### src/rtl/mem_port_arbiter.sv
// Arbitrates the single-ported unified memory between instruction fetch (I) and load/store (D).
// One transaction is outstanding at a time; the read data is returned to the owning port only.
module mem_port_arbiter #(
  parameter int AW            = 32,
  parameter int DW            = 32,
  parameter int MEM_LATENCY   = 1,
  parameter int DATA_PRIORITY = 0
) (
  input  logic            clk,
  input  logic            rst,
  input  logic            i_req,
  input  logic [AW-1:0]   i_addr,
  output logic            i_gnt,
  output logic            i_rvalid,
  output logic [DW-1:0]   i_rdata,
  input  logic            d_req,
  input  logic            d_we,
  input  logic [DW/8-1:0] d_be,
  input  logic [AW-1:0]   d_addr,
  input  logic [DW-1:0]   d_wdata,
  output logic            d_gnt,
  output logic            d_rvalid,
  output logic [DW-1:0]   d_rdata,
  output logic            m_en,
  output logic            m_we,
  output logic [DW/8-1:0] m_be,
  output logic [AW-1:0]   m_addr,
  output logic [DW-1:0]   m_wdata,
  input  logic [DW-1:0]   m_rdata
);

  typedef enum logic [0:0] {ST_IDLE = 1'b0, ST_WAIT = 1'b1} state_t;

  localparam logic       OWN_I = 1'b0;
  localparam logic       OWN_D = 1'b1;
  localparam logic [2:0] LAT   = 3'(MEM_LATENCY);

  state_t     state_q, state_d;
  logic [2:0] cnt_q, cnt_d;
  logic       owner_q, owner_d;
  logic       last_q, last_d;
  logic       any_req;
  logic       winner;
  logic       resp_due;

  // Winner selection; on conflict either D always wins or the port that did not go last wins
  always_comb begin
    any_req = i_req | d_req;
    if (i_req && d_req) begin
      if (DATA_PRIORITY != 0) begin
        winner = OWN_D;
      end else begin
        winner = ~last_q;
      end
    end else if (d_req) begin
      winner = OWN_D;
    end else begin
      winner = OWN_I;
    end
  end

  // Next-state logic for the IDLE/WAIT sequencer and latency counter
  always_comb begin
    state_d  = state_q;
    cnt_d    = cnt_q;
    owner_d  = owner_q;
    last_d   = last_q;
    resp_due = (state_q == ST_WAIT) && (cnt_q == LAT);
    case (state_q)
      ST_IDLE: begin
        if (any_req) begin
          state_d = ST_WAIT;
          cnt_d   = 3'd1;
          owner_d = winner;
          last_d  = winner;
        end else begin
          cnt_d = 3'd0;
        end
      end
      ST_WAIT: begin
        if (resp_due) begin
          state_d = ST_IDLE;
          cnt_d   = 3'd0;
        end else begin
          cnt_d = cnt_q + 3'd1;
        end
      end
      default: begin
        state_d = ST_IDLE;
        cnt_d   = 3'd0;
      end
    endcase
  end

  // Port outputs: grant and memory strobe in IDLE, response to the owner when the latency expires
  always_comb begin
    i_gnt    = 1'b0;
    i_rvalid = 1'b0;
    i_rdata  = {DW{1'b0}};
    d_gnt    = 1'b0;
    d_rvalid = 1'b0;
    d_rdata  = {DW{1'b0}};
    m_en     = 1'b0;
    m_we     = 1'b0;
    m_be     = {(DW/8){1'b0}};
    m_addr   = {AW{1'b0}};
    m_wdata  = {DW{1'b0}};
    if (rst) begin
      m_en = 1'b0;
    end else if ((state_q == ST_IDLE) && any_req) begin
      m_en = 1'b1;
      if (winner == OWN_D) begin
        d_gnt   = 1'b1;
        m_we    = d_we;
        m_be    = d_be;
        m_addr  = d_addr;
        m_wdata = d_wdata;
      end else begin
        i_gnt  = 1'b1;
        m_be   = {(DW/8){1'b1}};
        m_addr = i_addr;
      end
    end else if (resp_due) begin
      if (owner_q == OWN_D) begin
        d_rvalid = 1'b1;
        d_rdata  = m_rdata;
      end else begin
        i_rvalid = 1'b1;
        i_rdata  = m_rdata;
      end
    end else begin
      m_en = 1'b0;
    end
  end

  // State registers; reset drops any outstanding response and hands the next tie to I
  always_ff @(posedge clk) begin
    if (rst) begin
      state_q <= ST_IDLE;
      cnt_q   <= 3'd0;
      owner_q <= OWN_D;
      last_q  <= OWN_D;
    end else begin
      state_q <= state_d;
      cnt_q   <= cnt_d;
      owner_q <= owner_d;
      last_q  <= last_d;
    end
  end

endmodule

### config.mk
export PLATFORM = sky130hd
export DESIGN_NAME = mem_port_arbiter
export DESIGN_NICKNAME = d
export VERILOG_FILES = /design/src/rtl/mem_port_arbiter.sv
export SDC_FILE = /design/constraint.sdc
export NUM_CORES = 1
export LEC_CHECK = 0
export ABC_AREA = 1
export CAP_MARGIN = 5
export CORE_AREA = 2 2 106 108
export CTS_CLUSTER_SIZE = 14
export DETAILED_ROUTE_END_ITERATION = 16
export DIE_AREA = 0 0 108 110
export DONT_BUFFER_PORTS = 1
export SLEW_MARGIN = 25
export SYNTH_ARGS = -nofsm -noshare
export SYNTH_HDL_FRONTEND = slang
export SYNTH_SLANG_ARGS = --single-unit
### constraint.sdc
create_clock -name clk -period 2.7 [get_ports clk]
set_clock_uncertainty 0.2 [all_clocks]
set_input_delay 0.135 -clock clk [delete_from_list [all_inputs] [get_ports clk]]
set_output_delay 0.135 -clock clk [all_outputs]
set_load 0.03 [all_outputs]
Word level (Yosys, flattened, before mapping)
Index checks and enable logic that the tools add are counted.
{ "totals": {"register_bits": 5, "latch_bits": 0, "ram_bits": 0, "rom_bits": 0, "in_bits": 137, "output_inout_bits": 138, "elab_cells": 56, "memories": 0} }
{ "op_classes": {"addsub": 1, "multipliers": 0, "n_div": 0, "order_cmp": 0, "eq_ne": 1, "shift": 0, "muxes": 44, "n_bitwise": 3, "n_reduce_logical": 4} }
{ "ops": {"columns": ["cell", "count"], "rows": [
  ["2-to-1 mux 32 bit", 14],
  ["2-to-1 mux 1 bit", 24],
  ["2-to-1 mux 4 bit", 3],
  ["one-hot mux 3 bit (2 select lines)", 1],
  ["adder 3 x 1 -> 3 bit, second input constant", 1],
  ["equality test 3 x 1 -> 1 bit, second input constant", 1],
  ["logical AND 1 bit", 3],
  ["2-to-1 mux 3 bit", 1],
  ["inverter 1 bit", 2],
  ["one-hot mux 1 bit (2 select lines)", 1],
  ["AND reduction 2 bit", 1],
  ["OR 1 bit", 1]
]} }

Depth between registers and ports, before layout
{ "logic_depth": {"depth_word": 5, "ltp_mapped": 7, "depth_no_buf": 6} }

Least setup slack after synthesis
Ideal clock, no wire load.
{ "synth_timing": {"path_kind": "flip-flop to output port", "startpoint": "register cnt_q[0]", "endpoint": "output port d_rdata[22]", "arrival_ns": 1.355, "path_slack_ns": 1.010, "stages_incl_launch_ff": 7, "cell_sequence": "dfxtp_1 -> ha_1 -> nand2_1 -> nor2_2 -> nand3_2 -> buf_2 -> nor2_1"} }
{ "synth_between": {"elab_chain_len": 5} }
{ "synth_rtl": {"columns": ["element", "line_no", "rtl"], "rows": [
  ["start: declaration", "39", "logic [2:0] cnt_q, cnt_d;"],
  ["start signal: assignment", "145", "cnt_q <= cnt_d;"],
  ["equality test 3 x 1 -> 1 bit", "68", "resp_due = (state_q == ST_WAIT) && (cnt_q == LAT);"],
  ["logical AND 1 bit", "68", null],
  ["2-to-1 mux 32 bit", "123", "end else if (resp_due) begin"],
  ["2-to-1 mux 32 bit", "110", "end else if ((state_q == ST_IDLE) && any_req) begin"],
  ["2-to-1 mux 32 bit", "108", "if (rst) begin"],
  ["end: declaration", "23", "output logic [DW-1:0] d_rdata,"]
]} }
Every way passes these cells.

Final worst setup path
{ "layout_timing": {"startpoint": "register cnt_q[0]", "endpoint": "output port d_rdata[20]"} }
Same word-level chain as after synthesis.

==> results.md <==
- Max-slew headroom: 46.9%
- Syn Nets: 463
- Synth cell types: 17
- Largest net degree at the start of global routing: 38
- Port Buf Inserts: 0
- Seq/Total Area, Yosys: 6.85%
- Synth warn: 0
- Tot GR Track Use: 9.78%
- Routability congestion estimate: 0.809
- Drt total wl: 7.18 mm
- Final period util: 84.7%
- Placement Setup Slack: 0.638 ns
- Hpwl dp: 5.84 mm
- Pwr Density: 295 nW/um^2
- Diode count: 0
- Required time worst endpoint: 2.37 ns
- Starting Density: 13.7%
- FP Rows: 38
- Initial antenna violation count: 0
- Initial DRC Count: 115
- Final setup fails: 0
- Final WS setup: 0.412 ns
- Clk_lat worst skew: 0.22 ns
- Slew Limit Fails: 0
- Unrepaired setup endpoints after global routing: false
- Crit Path Category: reg2out
- Vias per inst: 4.12
- # DRC: 0
- Final hold slack: 0.0191 ns
- Core area: 10700 um^2
- Setup TNS: 0 ns
- Final ANT Viol Nets: 0
- Crit path max fanout: 33
- Area delta synth->final: 64.6%
- Share of cells above drive strength 1: 28.9%
- Syn_area_per_cell: 4.51 um^2
- WP data arrival: 1.95 ns
- Leak: 1.61 nW
- Synth top area share: 28.0%
- Total power: 0.709 mW
- Clock tree root buffer cell: clkbuf_8
- Die area: 11900 um^2
- Fmax: 437 MHz
- TritonCTS buffer count: 3
- Area leader, netlist: nor2_1
- Clk buf depth: 2
- CTS tree: built
- Vias in the first global route: 1784
- H-tree depth: 1
- Post-CTS Setup Inserts: 0
- GRT overflow: 0
- Die X: 108 um
- Die Y: 110 um
- Worst-Margin Slew: 0.794 ns
- Share of the core filled with cells: 22.5%
- Avg WL per Cell: 12.9 um
- Yosys reg bits: 5
- Mapped Cells: 324
- Peak supply drop: 0.138 mV
- Setup crit end kind: output pin
- Post-Place Cell Area: 2350 um^2
- First-pass GRT wire length: 8.84 mm
- Post-Syn Area: 1460 um^2
- # resized after CTS: 0
- Clk pin slew, worst setup/hold paths: 0.03 ns
- Detailed Routing Iterations Pass 1: 4
- Outcome: finished, final reports clean
- Clock Sinks: 5
- Final Non-Filler Cells: 555
- I/O pins: 275
- Flop-to-flop setup slack: 1.10 ns
- Max Cap Viol: 0
- Dpl cells: 550
- Hold Violations, Final: 0
- Hold crit path type: in2reg
- Final instance area: 2410 um^2
- Setup crit start kind: flip-flop
- Area contributors post-synth: nor2_1 28%, inv_1 18%, nand2_1 17%, nand4_1 14%, dfxtp_1 6.8%
- Nets: 555
- DR vias: 2288
- Fin crit period: 2.29 ns
==> logic make-up after synthesis <==
kind of cell	share of synthesized area (%)
and+or+nand+nor	64.0
AOI/OAI and AO/OA	0.685
xor gates and xnor gates	0.599
adders and majority gates	1.71
DFF	6.85
buffers and inverters	26.2
==> where the power goes <==
group,total (mW),internal (mW),leakage [nW],switching (mW)
registers,0.0903,0.0826,0.0413,0.00769
clock network,0.136,0.101,0.0228,0.0348
logic,0.483,0.119,1.54,0.363
==> cells in the final DEF, fill, tap and decap left out <==
| cell type | n |
|---|---|
| xnor2_1 | 1 |
| o21ai_0 | 2 |
| inv_1 | 72 |
| nand3_1 | 2 |
| nand4_1 | 32 |
| nor2_2 | 2 |
| clkbuf_1 | 1 |
| dlygate4sd3_1 | 1 |
| nor2_1 | 109 |
| dfxtp_1 | 5 |
| inv_2 | 3 |
| nand2_1 | 68 |
| nand3_2 | 3 |
| ha_1 | 2 |
| nand2_2 | 1 |
| nor2_4 | 1 |
| clkbuf_8 | 3 |
| buf_4 | 106 |
| buf_12 | 1 |
==> worst paths after layout <==
path	startpoint	end	depth (start not counted)
setup / recovery	cnt_q[0]$_SDFF_PP0_	d_rdata[20]	6
hold / removal	i_req	last_q$_SDFFE_PP1P_	3
hold reg to reg	cnt_q[0]$_SDFF_PP0_	cnt_q[0]$_SDFF_PP0_	1
setup reg to reg	state_q$_SDFF_PP0_	cnt_q[0]$_SDFF_PP0_	4
==> sequential cells by signal, summed over array words and instances (netlist names) <==
name	cells
cnt_q	3
last_q	1
state_q	1
==> cells in the mapped netlist <==
cell and count:
nand2_1 68, o21ai_0 2, nand2_2 1, ha_1 2, nor2_4 1, nor2_2 2, nand3_2 3, nand4_1 32
xnor2_1 1, buf_2 18, nand3_1 2, inv_2 3, buf_1 1, dfxtp_1 5, nor2_1 109, inv_1 72
clkbuf_1 2
==> routing by layer <==
| metal | track usage [%] | routed length (um) | vias to the layer above |
|---|---|---|---|
| met5 | 0 | 0 | - |
| met4 | 4.95 | 193 | 0 |
| met3 | 0.764 | 581 | 12 |
| met2 | 19.0 | 3790 | 164 |
| met1 | 10.6 | 2620 | 981 |
| li1 | - | - | 1131 |
==> critical path: stages (launching register included) <==
cell and delay (ns):
dfxtp_1 0.35, ha_1 0.16, nand2_1 0.08, nor2_2 0.13
nand3_2 0.50, nor2_1 0.30, buf_4 0.20
==> what timing repair did <==
| item | in CTS | in global routing |
|---|---|---|
| hold endpoints to repair | 1 | 0 |
| hold buffers | 1 | 0 |
| endpoints found under the setup margin | 0 | 0 |
==> area by class of cell <==
class                           count  area, um^2
Fill cell                        1217        8290
Inverter                           75         282
Timing Repair Buffer              108         826
Clock buffer                        4        45.0
Sequential cell                     5         100
Tap cell                          140         175
Multi-Input combinational cell    223         978
No activity file was read; power rests on OpenSTA's default activity.
